$ cat src/rtl/cpu_pkg.sv
// Shared definitions for the CPU front end: datapath width, fetch FSM
// states and reset constants.
package cpu_pkg;

    localparam int XLEN = 32;

    // Default PC loaded at reset.
    localparam logic [XLEN-1:0] RESET_PC_DEFAULT = 32'd128;

    // Value held in IF/ID while it carries no instruction.
    localparam logic [31:0] INS_NOP = 32'h0000_0000;

    // Fetch FSM states.
    //   FETCH : request at pc outstanding
    //   HOLD  : fetched word parked in the skid buffer, no request
    //   DRAIN : request to a stale address still outstanding after a redirect
    typedef enum logic [1:0] {
        FETCH = 2'd0,
        HOLD  = 2'd1,
        DRAIN = 2'd2
    } fetch_state_e;

    // Force an address onto a 4-byte boundary.
    function automatic logic [XLEN-1:0] word_align(input logic [XLEN-1:0] a);
        return {a[XLEN-1:2], 2'b00};
    endfunction

endpackage

$ cat src/rtl/if_skid_buf.sv
// One-entry {ins, pcp4} buffer. It holds a fetched word that arrived while
// decode was stalled, so the memory response is never lost.
module if_skid_buf #(
    parameter int XLEN = 32
) (
    input  logic            clk,
    input  logic            rst_n,
    input  logic            load_i,
    input  logic            clear_i,
    input  logic [31:0]     ins_i,
    input  logic [XLEN-1:0] pcp4_i,
    output logic            valid_o,
    output logic [31:0]     ins_o,
    output logic [XLEN-1:0] pcp4_o
);

    logic            valid_q;
    logic [31:0]     ins_q;
    logic [XLEN-1:0] pcp4_q;

    // Load captures a new entry; clear only drops the valid flag, and the
    // stale payload is harmless because nothing reads it without valid.
    always_ff @(posedge clk or negedge rst_n) begin
        if (!rst_n) begin
            valid_q <= 1'b0;
            ins_q   <= '0;
            pcp4_q  <= '0;
        end else if (load_i) begin
            valid_q <= 1'b1;
            ins_q   <= ins_i;
            pcp4_q  <= pcp4_i;
        end else if (clear_i) begin
            valid_q <= 1'b0;
        end
    end

    assign valid_o = valid_q;
    assign ins_o   = ins_q;
    assign pcp4_o  = pcp4_q;

endmodule

$ cat src/rtl/if_fetch_stage.sv
// Instruction-fetch stage: owns the PC, keeps one instruction-memory request
// in flight, and fills the IF/ID register. Redirects (interrupt or branch)
// may arrive at any time, including while a request is outstanding; the
// memory contract forbids changing a pending request, so such a request is
// drained and its data dropped.
module if_fetch_stage
    import cpu_pkg::*;
#(
    parameter int              XLEN     = cpu_pkg::XLEN,
    parameter logic [XLEN-1:0] RESET_PC = cpu_pkg::RESET_PC_DEFAULT
) (
    input  logic            clk,
    input  logic            rst_n,
    input  logic            int_req,
    input  logic [XLEN-1:0] entry_point,
    input  logic            redir_valid,
    input  logic [XLEN-1:0] redir_pc,
    input  logic            id_ready,
    output logic            imem_req,
    output logic [XLEN-1:0] imem_addr,
    input  logic            imem_rvalid,
    input  logic [31:0]     imem_rdata,
    output logic            ifid_valid,
    output logic [31:0]     ifid_ins,
    output logic [XLEN-1:0] ifid_pcp4
);

    fetch_state_e    state_q;
    logic [XLEN-1:0] pc_q;
    logic [XLEN-1:0] drain_addr_q;
    logic            ifid_valid_q;
    logic [31:0]     ifid_ins_q;
    logic [XLEN-1:0] ifid_pcp4_q;

    logic            redirect;
    logic [XLEN-1:0] target_d;
    logic [XLEN-1:0] pc_p4_d;
    logic            slot_free;
    logic            skid_load;
    logic            skid_clear;
    logic            skid_valid;
    logic [31:0]     skid_ins;
    logic [XLEN-1:0] skid_pcp4;

    // Decode redirect priority, IF/ID availability and skid-buffer control.
    always_comb begin
        redirect   = int_req | redir_valid;
        target_d   = word_align(int_req ? entry_point : redir_pc);
        pc_p4_d    = pc_q + XLEN'(4);
        slot_free  = !ifid_valid_q || id_ready;
        skid_load  = (state_q == FETCH) && imem_rvalid && !slot_free && !redirect;
        skid_clear = redirect || ((state_q == HOLD) && slot_free);
    end

    // Request is dropped while in reset so a late response cannot be mistaken
    // for a new one; during DRAIN the original address is kept on the bus.
    assign imem_req  = rst_n && (state_q != HOLD);
    assign imem_addr = (state_q == DRAIN) ? drain_addr_q : pc_q;

    if_skid_buf #(
        .XLEN(XLEN)
    ) u_skid (
        .clk     (clk),
        .rst_n   (rst_n),
        .load_i  (skid_load),
        .clear_i (skid_clear),
        .ins_i   (imem_rdata),
        .pcp4_i  (pc_p4_d),
        .valid_o (skid_valid),
        .ins_o   (skid_ins),
        .pcp4_o  (skid_pcp4)
    );

    // Fetch FSM, PC and IF/ID register. A consumed IF/ID entry is invalidated
    // by default; each state then overrides with a fresh load if it has one.
    always_ff @(posedge clk or negedge rst_n) begin
        if (!rst_n) begin
            state_q      <= FETCH;
            pc_q         <= RESET_PC;
            drain_addr_q <= RESET_PC;
            ifid_valid_q <= 1'b0;
            ifid_ins_q   <= INS_NOP;
            ifid_pcp4_q  <= '0;
        end else begin
            if (slot_free) begin
                ifid_valid_q <= 1'b0;
            end
            case (state_q)
                FETCH: begin
                    if (redirect) begin
                        pc_q         <= target_d;
                        ifid_valid_q <= 1'b0;
                        if (!imem_rvalid) begin
                            // Request to the old pc is still pending.
                            state_q      <= DRAIN;
                            drain_addr_q <= pc_q;
                        end
                    end else if (imem_rvalid) begin
                        pc_q <= pc_p4_d;
                        if (slot_free) begin
                            ifid_valid_q <= 1'b1;
                            ifid_ins_q   <= imem_rdata;
                            ifid_pcp4_q  <= pc_p4_d;
                        end else begin
                            state_q <= HOLD;
                        end
                    end
                end
                HOLD: begin
                    if (redirect) begin
                        pc_q         <= target_d;
                        ifid_valid_q <= 1'b0;
                        state_q      <= FETCH;
                    end else if (slot_free && skid_valid) begin
                        ifid_valid_q <= 1'b1;
                        ifid_ins_q   <= skid_ins;
                        ifid_pcp4_q  <= skid_pcp4;
                        state_q      <= FETCH;
                    end
                end
                DRAIN: begin
                    if (redirect) begin
                        pc_q         <= target_d;
                        ifid_valid_q <= 1'b0;
                    end
                    if (imem_rvalid) begin
                        state_q <= FETCH;
                    end
                end
                default: begin
                    state_q <= FETCH;
                end
            endcase
        end
    end

    assign ifid_valid = ifid_valid_q;
    assign ifid_ins   = ifid_ins_q;
    assign ifid_pcp4  = ifid_pcp4_q;

endmodule

$ cat config.mk
export PLATFORM = sky130hd
export DESIGN_NAME = if_fetch_stage
export DESIGN_NICKNAME = d
export VERILOG_FILES = /design/src/rtl/cpu_pkg.sv /design/src/rtl/if_skid_buf.sv /design/src/rtl/if_fetch_stage.sv
export SDC_FILE = /design/constraint.sdc
export NUM_CORES = 1
export LEC_CHECK = 0
export BUFFER_PORTS_ARGS = -buffer_cell sky130_fd_sc_hd__buf_2
export CAP_MARGIN = 20
export CORE_MARGIN = 2
export CORE_UTILIZATION = 35
export DETAILED_ROUTE_END_ITERATION = 6
export GPL_TIMING_DRIVEN = 0
export SLEW_MARGIN = 20
export SYNTH_ARGS = -nofsm -noshare
export SYNTH_HDL_FRONTEND = slang
export SYNTH_SLANG_ARGS = --single-unit
$ cat constraint.sdc
create_clock -name clk -period 2 [get_ports clk]
set_clock_uncertainty 0.1 [all_clocks]
set_input_delay 0.4 -clock clk [delete_from_list [all_inputs] [get_ports clk]]
set_output_delay 0.4 -clock clk [all_outputs]
set_load 0.005 [all_outputs]
======== Yosys cells after proc, flatten, opt, wreduce, memory -nomap -nowiden ========
Cells that the tools add are included.
storage, ports and cells
  logic and storage cells ................. 82
  flip-flop bits (word level) ............. 196
  output and inout bits ................... 98
  input bits .............................. 102
cells by class
  equal/unequal tests ..................... 14
  reductions and logical operators ........ 20
  bitwise operators ....................... 2
  $add $sub $neg .......................... 1
  muxes and demuxes ....................... 36
operators by type and width
  kind                                                                     count
  32-bit 2-to-1 mux                                                        15
  32-bit case mux with 2 select lines                                      3
  32-bit by 3-bit adder with 32-bit output, second input constant          1
  2-bit 2-to-1 mux                                                         7
  2-bit inequality test, second input constant                             5
  1-bit 2-to-1 mux                                                         9
  3-bit inequality test, second input constant                             3
  1-bit logical AND                                                        6
  2-bit by 1-bit inequality test with 1-bit output, second input constant  3
  2-bit case mux with 3 select lines                                       1
  3-bit AND reduction                                                      2
  6-bit AND reduction                                                      1
  2-bit nonzero test                                                       3
  5-bit AND reduction                                                      1
  1-bit zero test                                                          3
  3-bit by 2-bit inequality test with 1-bit output, second input constant  1
  1-bit case mux with 3 select lines                                       1
  2-bit by 1-bit equality test with 1-bit output, second input constant    1
  2-bit equality test, second input constant                               1
  2-bit zero test                                                          1
  1-bit logical OR                                                         2
  2-bit OR reduction                                                       1
  1-bit NOT                                                                1
  1-bit OR                                                                 1

======== Depth between registers and ports, before layout ========
  depth after elaboration ................. 7
  mapped depth ............................ 10
  depth with buffers taken out ............ 7

======== Modules after synthesis ========
From an unflattened synthesis, not the netlist that was laid out.
second synthesis, totals
  cell total of the unflattened synthesis .. 900
  area, all modules ....................... 9964.6 µm²
modules (own cells, without submodules)
  module          instances  cells an instance  seq. area each (µm²)  area each (µm²)
  if_fetch_stage  1          762                3180.6                7349.5
  if_skid_buf     1          138                1626.6                2615.0

======== Worst setup path before layout ========
Ideal clock, no wire load.
  path type ............................... reg-to-reg
  start ................................... register state_q[0]
  end ..................................... register ifid_pcp4_q[10], in the netlist ifid_pcp4[10]
  stages on the path, launching flop included .. 11
  setup time .............................. 134 ps
  arrival ................................. 2005 ps
  path buffers ............................ 4
  slack ................................... -239 ps
  cells stage by stage .................... dfrtp_1 inv_1 ha_1 clkbuf_1 nor2b_1 or4_1 buf_2 clkbuf_1 buf_2 nand2_1 o21ai_0
on the way
  word-level cells in the longest chain between the ends .. 3
  elaborated cells between the ends (all ways) .. 10
RTL lines
  item                                                                                RTL line               RTL
  start: declaration                                                                  if_fetch_stage.sv:28   fetch_state_e state_q;
  start signal: assignment                                                            if_fetch_stage.sv:78   state_q <= FETCH;
  start signal: assignment                                                            if_fetch_stage.sv:95   state_q <= DRAIN;
  start signal: assignment                                                            if_fetch_stage.sv:105  state_q <= HOLD;
  2-bit by 1-bit equality test with 1-bit output or 2-bit zero test (tied branches)   if_fetch_stage.sv:88   case (state_q)
  2-bit by 1-bit inequality test with 1-bit output (no line) (tied with other cells)  n/a
  6-bit AND reduction (no line)                                                       n/a
  end signal: assignment                                                              if_fetch_stage.sv:103  ifid_pcp4_q <= pc_p4_d;
  end signal: assignment                                                              if_fetch_stage.sv:117  ifid_pcp4_q <= skid_pcp4;
  end: declaration                                                                    if_fetch_stage.sv:33   logic [XLEN-1:0] ifid_pcp4_q;
Several ways; a longest one is shown, not always the timed one.
A chain may end at the register's enable or synchronous reset.

======== Worst setup path in the final report ========
  start ................................... register state_q[0]
  end ..................................... output port imem_addr[26]
on the way
  word-level cells in the longest chain between the ends .. 2
RTL lines
  item                 RTL line              RTL
  2-bit equality test  if_fetch_stage.sv:58  assign imem_addr = (state_q == DRAIN) ? drain_addr_q : pc_q;
  32-bit 2-to-1 mux    if_fetch_stage.sv:58
  end: declaration     if_fetch_stage.sv:20  output logic [XLEN-1:0] imem_addr,
No other way between the ends.

==> results.toml <==
[global_route]
grt_overflow = 0
grt_util_all_layers_pct = 22.05
grt_pass1_vias = 8762
antenna_found_initial = 0
grt_start_max_net_pins = 96
grt_pass1_wl_um = 48910

[critical_path]
cp_data_required_time_ns = 1.50
cpMaxStageDelayCell = "dfrtp_1"
crit_path_cell_trace = "inv_2 > ha_4 > buf_8 > mux2_2 > buf_2"
crit_path_end_kind = "output pin"
crit_path_max_fanout = 10
startpoint_type = "register"
criticalPathCategory = "register to output pin"
max_stage_delay_ns = 0.41
cp.arrival_ns = 1.84

[sta]
setup_ws_ns = -0.3417
clock.fmax_mhz = 427.0
rsz0062_at_grt = "true"
worstMarginPinSlew_ns = 0.7153
maxSlewHeadroom_pct = 52.16
fin_crit_sh_pct = 117.1
slew_violations = 0
period_needed_ns = 2.342
tns_ns = -29.84
hold_viol_final = 94
hold_ws_ns = -0.1447
setup_viol = 192

[power]
p_per_area_nw_per_um2 = 1452
total_power_mw = 20.11
leakagePower_nw = 6.621
ir_drop_v = 0.0007169

[clock_tree]
cts-root-buf = "clkbuf_16"
clk_pin_slew_worst_paths_ns = 0.07
clockBufferDepth = 2
cts_inserted_buffers = 17
cts_sinks = 188
clkLatencyLatePin_ns = 0.44
cts_hold_buf = 1
cts_tree = "built"
htree_num_levels = 4

[placed_design]
gp_congestion = 0.8912
dp_hpwl_um = 21570
placed_area_sq_um = 11260
pre_cts_ws_ns = -0.8695
portBuffers = 191

[logic_synthesis]
syn_inst = 1022
ys_seq_elements = 188
synth_seq_area_share_pct = 48.65
async_flop_share_pct = 100.0
synth_ff_type = "dfrtp_1"
yosys_warnings = 0
ys_types = 60
synth_area_sq_um = 9676
synth_edf_count = 0
postSynthAreaPerCell_sq_um = 9.467

[floorplanning]
die_h_um = 170.3
coreArea_sq_um = 27030
io_pins = 200
die_area_sq_um = 28990
die_w_um = 170.3
rows = 60
initial_core_util_pct = 35.80

[routing]
routed_wirelength_um = 32800
drt-initial-drc-count = 892
avgViaCountPerCell = 5.296
dr.pass1.iters = 6
vias = 8881
drc = 0
wire_per_inst_um = 19.56
drtAntennaViolNets = 0

[layout]
area_delta_synth_final_pct = 43.17
fin_util_pct = 51.25
postLayoutCellArea_sq_um = 13850
layout-drive-gt1-share_pct = 44.01
fillers = 2521
insertedDiodeCount = 0
num-nets-final = 1430

[job]
cap_viol_max_count = 0

[outcome]
status = "finished, violations left"
violations = "negative hold slack, negative setup slack"

[worst_hold_path]
min_path_type = "input port to async pin"
[flip-flops by register name, indices dropped and copies added (netlist names)]
name / flops
ifid_ins: 32
u_skid.ins_o: 32
drain_addr_q: 30
ifid_pcp4: 30
pc_q: 30
u_skid.pcp4_o: 30
state_q: 2
ifid_valid: 1
u_skid.valid_o: 1
[per-layer routing]
metal | GRT usage, % | vias up | share of wire, %
li1 | - | 4143 | -
met1 | 29.36 | 4291 | 44
met2 | 36.00 | 375 | 47
met3 | 3.605 | 72 | 5.2
met4 | 8.510 | 0 | 3.1
met5 | 0 | - | 0
[power breakdown]
| group | leakage [nW] | switching (mW) | total (mW) | internal, mW |
|---|---|---|---|---|
| clock network | 0.292 | 1.67 | 3.47 | 1.80 |
| registers | 2.37 | 1.06 | 6.38 | 5.32 |
| logic | 3.96 | 5.05 | 10.3 | 5.21 |
[placed cells by master (no fill, tap or decap), drive strengths merged, types with 6 or more instances in the layout]
cell	count
buf	319
nand2	236
dfrtp	186
o21ai	104
mux2	66
clkbuf	60
mux2i	55
a21oi	44
nor2	43
nor3	26
nand3	19
and3	16
inv	15
nand4	13
o22ai	12
a2bb2oi	12
xnor2	12
xor2	10
nor4	8
o31ai	7
clkinv	7
nor2b	7
and4	6
[critical path: cells and delay by family, from the launching register on]
family | cells | cell delay [ns]
buffers and inverters | 3 | 0.41
adder cells (fa/ha/maj) | 1 | 0.24
multiplexers | 1 | 0.35
flip-flops | 1 | 0.41
[area by class of cell]
class / instances / area, sq um / area share, %
Multi-Input combinational cell: 744 / 5265 / 38.01
Buffer: 78 / 773.2 / 5.582
Clock inverter: 14 / 152.6 / 1.102
Sequential cell: 188 / 4720 / 34.07
Tap cell: 341 / 426.7 / 3.080
Timing Repair Buffer: 285 / 2039 / 14.72
Inverter: 9 / 36.28 / 0.2619
Clock buffer: 18 / 439.2 / 3.170
[final timing paths]
check | cells after the start | to | startpoint | slack (ns)
setup / recovery | 5 | imem_addr[26] | state_q[0] | -0.34
hold / removal | 2 | u_skid.pcp4_o[12] | rst_n | -0.14
setup reg to reg | 7 | ifid_pcp4[28] | pc_q[2] | -0.29
hold reg to reg | 2 | u_skid.pcp4_o[9] | u_skid.pcp4_o[9] | 0.37
max in group asynchronous | 3 | pc_q[7] | rst_n | 0.44
min in group clk | 3 | u_skid.ins_o[7] | imem_rdata[7] | 0.05
[metrics by stage]
stage                     std cells  hold slack, ns
after floorplan                1025        0.004409
after global placement         1557          0.3525
after detailed placement       1559          0.1288
after CTS                      1652         -0.1067
after global routing           1677        -0.08057
final                          1677         -0.1447
[kinds of logic after synthesis]
kind of cell    count (synthesis)  synth area share, %
compound gates                205                12.31
xor+xnor                       22                1.991
mux                           121                13.37
simple gates                  387                17.99
fa+ha+maj                       5               0.6466
flops                         188                48.65
buf+inv                        93                5.004
other cells                     1              0.03876
[synthesized netlist by cell type (all sizes together), types with 7 or more instances]
cell type / n / share of area, %
a21oi: 44 / 2.3
o22ai: 12 / 0.78
dfrtp: 186 / 48
a2bb2oi: 12 / 1.2
buf: 31 / 2.0
mux2i: 55 / 5.7
and3: 16 / 1.1
xnor2: 12 / 1.1
nand3: 19 / 1.1
xor2: 10 / 0.91
o21ai: 104 / 5.4
nor3: 26 / 1.3
nand4: 13 / 1.0
inv: 8 / 0.31
clkbuf: 53 / 2.7
nor2: 43 / 1.7
o31ai: 7 / 0.54
mux2: 66 / 7.7
nor4: 8 / 0.65
nand2: 236 / 9.2
nor2b: 7 / 0.45
[repair_timing]
item	CTS	global route
pin swaps	19	32
cloned	4	7
gates resized for setup	164	193
endpoints found under the hold margin	13	94
setup buffers	59	24
endpoints found under the setup margin	203	212
(Power assumes the default switching activity.)
